<file path="src/rtl/sram_port_master_if.sv">
`default_nettype none
// ============================================================================
//  Module   : sram_port_master_if
//  Purpose  : Bundles the write-request, burst-command and read-stream
//             handshakes plus the OpenRAM RW-port pins of sram_port_master.
//             The master modport is the initiator's view; the slave modport is
//             the view of the environment (requester, consumer and macro).
//  Revision : 1.0  initial release
// ============================================================================
interface sram_port_master_if #(
  parameter int DATA_WIDTH = 8,
  parameter int ADDR_WIDTH = 6,
  parameter int LEN_WIDTH  = 7
);
  // Single-word write requests
  logic                  wr_valid;
  logic                  wr_ready;
  logic [ADDR_WIDTH-1:0] wr_addr;
  logic [DATA_WIDTH-1:0] wr_data;
  // Burst-read commands
  logic                  cmd_valid;
  logic                  cmd_ready;
  logic [ADDR_WIDTH-1:0] cmd_addr;
  logic [LEN_WIDTH-1:0]  cmd_len;
  // Read data stream
  logic                  out_valid;
  logic                  out_ready;
  logic [DATA_WIDTH-1:0] out_data;
  // Status
  logic                  busy;
  logic                  done;
  // Macro RW port pins
  logic                  sram_csb;
  logic                  sram_web;
  logic [ADDR_WIDTH-1:0] sram_addr;
  logic [DATA_WIDTH-1:0] sram_din;
  logic [DATA_WIDTH-1:0] sram_dout;

  modport master (
    input  wr_valid, wr_addr, wr_data,
    input  cmd_valid, cmd_addr, cmd_len,
    input  out_ready, sram_dout,
    output wr_ready, cmd_ready, out_valid, out_data, busy, done,
    output sram_csb, sram_web, sram_addr, sram_din
  );

  modport slave (
    output wr_valid, wr_addr, wr_data,
    output cmd_valid, cmd_addr, cmd_len,
    output out_ready, sram_dout,
    input  wr_ready, cmd_ready, out_valid, out_data, busy, done,
    input  sram_csb, sram_web, sram_addr, sram_din
  );
endinterface
`default_nettype wire

</file>
<file path="src/rtl/sram_port_master.sv">
`default_nettype none
// ============================================================================
//  Module   : sram_port_master
//  Purpose  : Initiator for one RW port of an OpenRAM macro. Performs single
//             word writes and burst reads; read data leaves through a 2-entry
//             buffer whose credit check absorbs the macro's 1-cycle latency.
//  Revision : 1.0  initial release
// ============================================================================
module sram_port_master #(
  parameter int DATA_WIDTH = 8,
  parameter int ADDR_WIDTH = 6,
  parameter int LEN_WIDTH  = 7
) (
  input  logic               clk,
  input  logic               rst,
  sram_port_master_if.master bus
);

  typedef enum logic [1:0] {
    S_IDLE  = 2'd0,
    S_READ  = 2'd1,
    S_DRAIN = 2'd2
  } state_t;

  state_t                state_q, state_d;
  logic [ADDR_WIDTH-1:0] addr_q, addr_d;
  logic [LEN_WIDTH-1:0]  rem_q, rem_d;
  logic [DATA_WIDTH-1:0] din_q, din_d;
  logic                  inflight_q, inflight_d;
  logic [1:0]            cnt_q, cnt_d;
  logic [DATA_WIDTH-1:0] buf0_q, buf1_q;
  logic                  pop;
  logic                  issue;
  logic                  cap_slot1;
  logic [2:0]            credit_used;

  // Buffer head is always buf0; a pop this cycle frees its slot for an issue.
  assign pop         = (cnt_q != 2'd0) && bus.out_ready;
  assign credit_used = {1'b0, cnt_q} + {2'b00, inflight_q} - {2'b00, pop};
  // Captured word lands behind whatever survives this cycle's pop.
  assign cap_slot1   = (cnt_q == 2'd2) || ((cnt_q == 2'd1) && !pop);
  assign cnt_d       = cnt_q + {1'b0, inflight_q} - {1'b0, pop};

  assign bus.out_valid = (cnt_q != 2'd0);
  assign bus.out_data  = buf0_q;
  assign bus.busy      = (state_q != S_IDLE);

  // Next-state, macro pin drive and handshake readiness.
  always_comb begin
    state_d       = state_q;
    addr_d        = addr_q;
    rem_d         = rem_q;
    din_d         = din_q;
    issue         = 1'b0;
    bus.wr_ready  = 1'b0;
    bus.cmd_ready = 1'b0;
    bus.done      = 1'b0;
    bus.sram_csb  = 1'b1;
    bus.sram_web  = 1'b1;
    bus.sram_addr = addr_q;
    bus.sram_din  = din_q;
    case (state_q)
      S_IDLE: begin
        // Readiness is withheld while reset is asserted so the pins stay quiet.
        bus.wr_ready  = !rst;
        bus.cmd_ready = !rst && !bus.wr_valid;
        if (!rst && bus.wr_valid) begin
          bus.sram_csb  = 1'b0;
          bus.sram_web  = 1'b0;
          bus.sram_addr = bus.wr_addr;
          bus.sram_din  = bus.wr_data;
          din_d         = bus.wr_data;
        end else if (!rst && bus.cmd_valid) begin
          addr_d  = bus.cmd_addr;
          rem_d   = bus.cmd_len;
          state_d = (bus.cmd_len == '0) ? S_DRAIN : S_READ;
        end
      end
      S_READ: begin
        issue = (rem_q != '0) && (credit_used < 3'd2);
        if (issue) begin
          bus.sram_csb = 1'b0;
          addr_d       = addr_q + ADDR_WIDTH'(1);
          rem_d        = rem_q - LEN_WIDTH'(1);
          if (rem_q == LEN_WIDTH'(1)) begin
            state_d = S_DRAIN;
          end
        end
      end
      S_DRAIN: begin
        if (!inflight_q && (cnt_q == 2'd0)) begin
          bus.done = 1'b1;
          state_d  = S_IDLE;
        end
      end
      default: state_d = S_IDLE;
    endcase
    inflight_d = issue;
  end

  // FSM state, counters and last-written data register.
  always_ff @(posedge clk or posedge rst) begin
    if (rst) begin
      state_q    <= S_IDLE;
      addr_q     <= '0;
      rem_q      <= '0;
      din_q      <= '0;
      inflight_q <= 1'b0;
      cnt_q      <= 2'd0;
    end else begin
      state_q    <= state_d;
      addr_q     <= addr_d;
      rem_q      <= rem_d;
      din_q      <= din_d;
      inflight_q <= inflight_d;
      cnt_q      <= cnt_d;
    end
  end

  // Two-entry output buffer: shift on pop, then capture the macro output.
  always_ff @(posedge clk or posedge rst) begin
    if (rst) begin
      buf0_q <= '0;
      buf1_q <= '0;
    end else begin
      if (pop) begin
        buf0_q <= buf1_q;
      end
      if (inflight_q) begin
        if (cap_slot1) begin
          buf1_q <= bus.sram_dout;
        end else begin
          buf0_q <= bus.sram_dout;
        end
      end
    end
  end

endmodule
`default_nettype wire
</file>
<file path="src/flat_wrapper.sv">
// flat-port wrapper written by rule: the top's interface ports become plain ports
module sram_port_master_flat 
#(
  parameter int DATA_WIDTH = 8,
  parameter int ADDR_WIDTH = 6,
  parameter int LEN_WIDTH  = 7
)
  (clk, rst, bus_wr_valid, bus_wr_addr, bus_wr_data, bus_cmd_valid, bus_cmd_addr, bus_cmd_len, bus_out_ready, bus_sram_dout, bus_wr_ready, bus_cmd_ready, bus_out_valid, bus_out_data, bus_busy, bus_done, bus_sram_csb, bus_sram_web, bus_sram_addr, bus_sram_din);
  sram_port_master_if #(.DATA_WIDTH(DATA_WIDTH), .ADDR_WIDTH(ADDR_WIDTH), .LEN_WIDTH(LEN_WIDTH)) bus_i ();
  input  logic clk;
  input  logic rst;
  input wire logic [$bits(bus_i.wr_valid)-1:0] bus_wr_valid;
  input wire logic [$bits(bus_i.wr_addr)-1:0] bus_wr_addr;
  input wire logic [$bits(bus_i.wr_data)-1:0] bus_wr_data;
  input wire logic [$bits(bus_i.cmd_valid)-1:0] bus_cmd_valid;
  input wire logic [$bits(bus_i.cmd_addr)-1:0] bus_cmd_addr;
  input wire logic [$bits(bus_i.cmd_len)-1:0] bus_cmd_len;
  input wire logic [$bits(bus_i.out_ready)-1:0] bus_out_ready;
  input wire logic [$bits(bus_i.sram_dout)-1:0] bus_sram_dout;
  output wire logic [$bits(bus_i.wr_ready)-1:0] bus_wr_ready;
  output wire logic [$bits(bus_i.cmd_ready)-1:0] bus_cmd_ready;
  output wire logic [$bits(bus_i.out_valid)-1:0] bus_out_valid;
  output wire logic [$bits(bus_i.out_data)-1:0] bus_out_data;
  output wire logic [$bits(bus_i.busy)-1:0] bus_busy;
  output wire logic [$bits(bus_i.done)-1:0] bus_done;
  output wire logic [$bits(bus_i.sram_csb)-1:0] bus_sram_csb;
  output wire logic [$bits(bus_i.sram_web)-1:0] bus_sram_web;
  output wire logic [$bits(bus_i.sram_addr)-1:0] bus_sram_addr;
  output wire logic [$bits(bus_i.sram_din)-1:0] bus_sram_din;
  assign bus_i.wr_valid = bus_wr_valid;
  assign bus_i.wr_addr = bus_wr_addr;
  assign bus_i.wr_data = bus_wr_data;
  assign bus_i.cmd_valid = bus_cmd_valid;
  assign bus_i.cmd_addr = bus_cmd_addr;
  assign bus_i.cmd_len = bus_cmd_len;
  assign bus_i.out_ready = bus_out_ready;
  assign bus_i.sram_dout = bus_sram_dout;
  assign bus_wr_ready = bus_i.wr_ready;
  assign bus_cmd_ready = bus_i.cmd_ready;
  assign bus_out_valid = bus_i.out_valid;
  assign bus_out_data = bus_i.out_data;
  assign bus_busy = bus_i.busy;
  assign bus_done = bus_i.done;
  assign bus_sram_csb = bus_i.sram_csb;
  assign bus_sram_web = bus_i.sram_web;
  assign bus_sram_addr = bus_i.sram_addr;
  assign bus_sram_din = bus_i.sram_din;
  sram_port_master #(.DATA_WIDTH(DATA_WIDTH), .ADDR_WIDTH(ADDR_WIDTH), .LEN_WIDTH(LEN_WIDTH)) u_core (.clk(clk), .rst(rst), .bus(bus_i));
endmodule
</file>
<file path="config.mk">
export PLATFORM = sky130hd
export DESIGN_NAME = sram_port_master_flat
export DESIGN_NICKNAME = d
export VERILOG_FILES = /design/src/rtl/sram_port_master_if.sv /design/src/rtl/sram_port_master.sv /design/src/flat_wrapper.sv
export SDC_FILE = /design/constraint.sdc
export NUM_CORES = 1
export LEC_CHECK = 0
export ABC_CLOCK_PERIOD_IN_PS = 3450
export BUFFER_PORTS_ARGS = -buffer_cell sky130_fd_sc_hd__buf_2
export CAP_MARGIN = 15
export CORE_MARGIN = 1
export CORE_UTILIZATION = 45
export DETAILED_ROUTE_END_ITERATION = 10
export HOLD_SLACK_MARGIN = 0.12
export PLACE_DENSITY = 0.72
export SETUP_SLACK_MARGIN = 0.3
export SLEW_MARGIN = 30
export SYNTH_ARGS = -nofsm -noshare
export SYNTH_HDL_FRONTEND = slang
export SYNTH_SLANG_ARGS = --single-unit
</file>
<file path="constraint.sdc">
create_clock -name clk -period 3.45 [get_ports clk]
set_input_delay 0.5175 -clock clk [delete_from_list [all_inputs] [get_ports clk]]
set_output_delay 0.5175 -clock clk [all_outputs]
set_load 0.05 [all_outputs]
</file>
==> metrics.md <==
| Metric | Value |
|---|---|
| Avg Cell Area, Syn | 11.44 µm² |
| CP delay by family, top | adder cells |
| Fin crit share | 89.53% |
| Final Hold Viols | 0 |
| DRT Pass-1 Iters | 4 |
| Worst setup path start | u_core.cnt_q[0] |
| ANT nets after route | 0 |
| Seq/Total Area, Yosys | 45.70% |
| Post-Syn Nets | 248 |
| Max stage delay on crit path | 0.40 ns |
| Worst hold path type | in2async |
| Period minus WS final | 3.089 ns |
| Synth Warn # | 0 |
| Num rows | 25 |
| Final setup viols | 0 |
| #FFs+latches synth | 42 |
| Fillers | 430 |
| Area of the multi-input gates | 0.001221 mm² |
| I/O pin cnt | 69 |
| Reg area | 0.001051 mm² |
| Die area | 0.005400 mm² |
| Worst skew pair latency | 0.30 ns |
| Setup crit end kind | output port |
| Core box area | 0.004817 mm² |
| Critical path arrival | 2.57 ns |
| Slew HR | 54.84% |
| Final WL | 5247 µm |
| Design Area, Final | 0.003032 mm² |
| Most frequent cells in the layout | 67 x buf_2, 42 x dfrtp_1, 38 x mux2_2 |
| Worst r2r src | u_core.cnt_q[0] |
| Worst-path cell chain | or2_4 > nand2_4 > inv_2 > ha_4 > inv_2 > ha_4 > inv_2 > fa_2 > xnor2_2 > o311a_4 > nand2_8 > inv_6 > nor2_4 > buf_8 |
| Bufs and invs on worst path | 5 |
| H-tree depth | 2 |
| DIE WIDTH | 73.49 µm |
| Post-layout util | 62.94% |
| DP Area | 0.002769 mm² |
| Most used DFF post-synth | dfrtp_1 |
| Grt ovf | 0 |
| Cell count after synthesis | 201 |
| DR vias/cell | 5.330 |
| Slew of the pin with the lowest slew margin | 0.6774 ns |
| Total negative setup slack | 0 ns |
| GR Util All Layers | 20.96% |
| CTS tree | yes |
| Initial drt markers | 107 |
| Clock Pin Slew Worst Setup and Hold Paths | 0.08 ns |
| CTS Buffer Depth | 2 |
| FMAX | 323.7 MHz |
| Initial Util | 47.74% |
| Layout overhead on the synthesized area | 31.83% |
| Asr flop ratio synth | 100.0% |
| Type of the worst setup path | reg2out |
| Root Buffer | clkbuf_8 |
| Synthesized area | 0.002300 mm² |
| Clock Skew | 0.003231 ns |
| CTS Buf Count | 5 |
| Most frequent CP cell | inv_2 |
| Via total after detailed routing | 1908 |
| Drt drc | 0 |
| Commonest non-fill, non-tap cell in the layout | buf_2 |
| DIE HEIGHT | 73.49 µm |
| CP Max Fanout | 2 |
| Startpoint types | flip-flop |
| Vias in the first global route | 1851 |
| Routed WL per cell | 14.66 µm |
| Max-cap violation count | 0 |
| Global-route wire length before repair | 8611 µm |
| Final std cells w/o fill | 358 |
| Fin nets | 337 |
| Placed cells | 336 |
| Share of cells above drive strength 1 | 52.23% |
| Hpwl dp | 3606 µm |
| Status | complete, no violations |
| Max-slew violation count | 0 |
| RSZ-0062 raised after global routing | yes |
| Port Buf Inserts | 68 |
| Clock sinks | 42 |
| RePlAce Congestion | 0.8541 |
| Synth unique cells | 45 |
| Number of inserted diodes | 0 |
| Largest net degree at the start of global routing | 43 |
| Worst path slowest cell | dfrtp_1 |
| Antenna violations before repair | 0 |
| Worst Path Required | 2.93 ns |
| Number of flops mapped to enable cells by yosys | 0 |
worst min-delay path, delay by kind of cell:
kind,cells,cell delay (ns)
buffers and inverters,3,0.62
sequential cells by signal, summed over array words and instances, names as in the netlist:
name                 cells
u_core.bus.out_data      8
u_core.cnt_q             2
u_core.inflight_q        1
u_core.rem_q             7
u_core.addr_q            6
u_core.buf1_q            8
u_core.state_q           2
u_core.din_q             8
per-layer routing:
| metal | GRT usage, % | wire length (µm) |
|---|---|---|
| met1 | 27.99 | 2344 |
| met2 | 33.44 | 2567 |
| met3 | 3.841 | 237 |
| met4 | 8.974 | 99 |
| met5 | 0 | 0 |
final timing paths:
kind                                     end  slack, ns  cells after the start
hold reg to reg              u_core.din_q[3]       0.50                      1
hold / removal             u_core.state_q[0]       0.39                      3
setup / recovery                bus_sram_csb       0.36                     14
min in group clk            u_core.addr_q[2]       0.44                      3
setup reg to reg            u_core.addr_q[4]       0.76                     13
max in group asynchronous   u_core.addr_q[4]       2.69                      3
cells in the mapped netlist, types with 3 or more instances:
library cell  count  area, µm²
a21oi_1           4      20.02
a22oi_1           3      22.52
a311oi_1          4      35.03
buf_2             3      15.01
clkbuf_1          4      15.01
dfrtp_1          42       1051
ha_1              6      75.07
inv_1            13      48.80
mux2_2           38      427.9
mux2i_1           3      30.03
nand2_1          12      45.04
nand2b_1          3      18.77
nand3_1           4      20.02
nor2_1           12      45.04
nor3_1            6      30.03
nor4_1            3      18.77
o211ai_1          3      22.52
o311ai_0          7      61.31
cells by family after synthesis:
group	Yosys count	share of synthesized area, %
compound gates	34	12.79
buf+inv	21	3.700
xor+xnor	1	0.3809
simple gates	54	12.90
flops	42	45.70
fa+ha+maj	7	4.135
mux	42	20.40
metrics by stage:
| stage | worst slack, ns | hold WS, ns |
|---|---|---|
| after floorplan | 0.1302 | 0.4754 |
| after global placement | 0.3628 | 0.4769 |
| after detailed placement | 0.2785 | 0.4844 |
| after CTS | 0.3176 | 0.4143 |
| after global routing | 0.2454 | 0.4411 |
| final | 0.3611 | 0.3935 |
repair_timing:
item	4_1_cts	5_1_grt
endpoints found under the setup margin	1	1
pin swaps	7	3
gates cloned	0	0
gates resized for setup	12	1
endpoints found under the hold margin	0	0
setup buffers	13	1
hold buffers	0	0
layout make-up:
type | instances | share of cell area, %
inverter | 14 | 1.898
multi-input combinational | 138 | 40.28
tap | 67 | 2.765
clock buffer | 6 | 2.394
clock inverter | 2 | 1.238
sequential | 42 | 34.67
timing repair buffer | 89 | 16.76
Power is left out: the tool's default activity adds up to more than one toggle a clock period on the data nets, which glitch-free logic cannot reach.
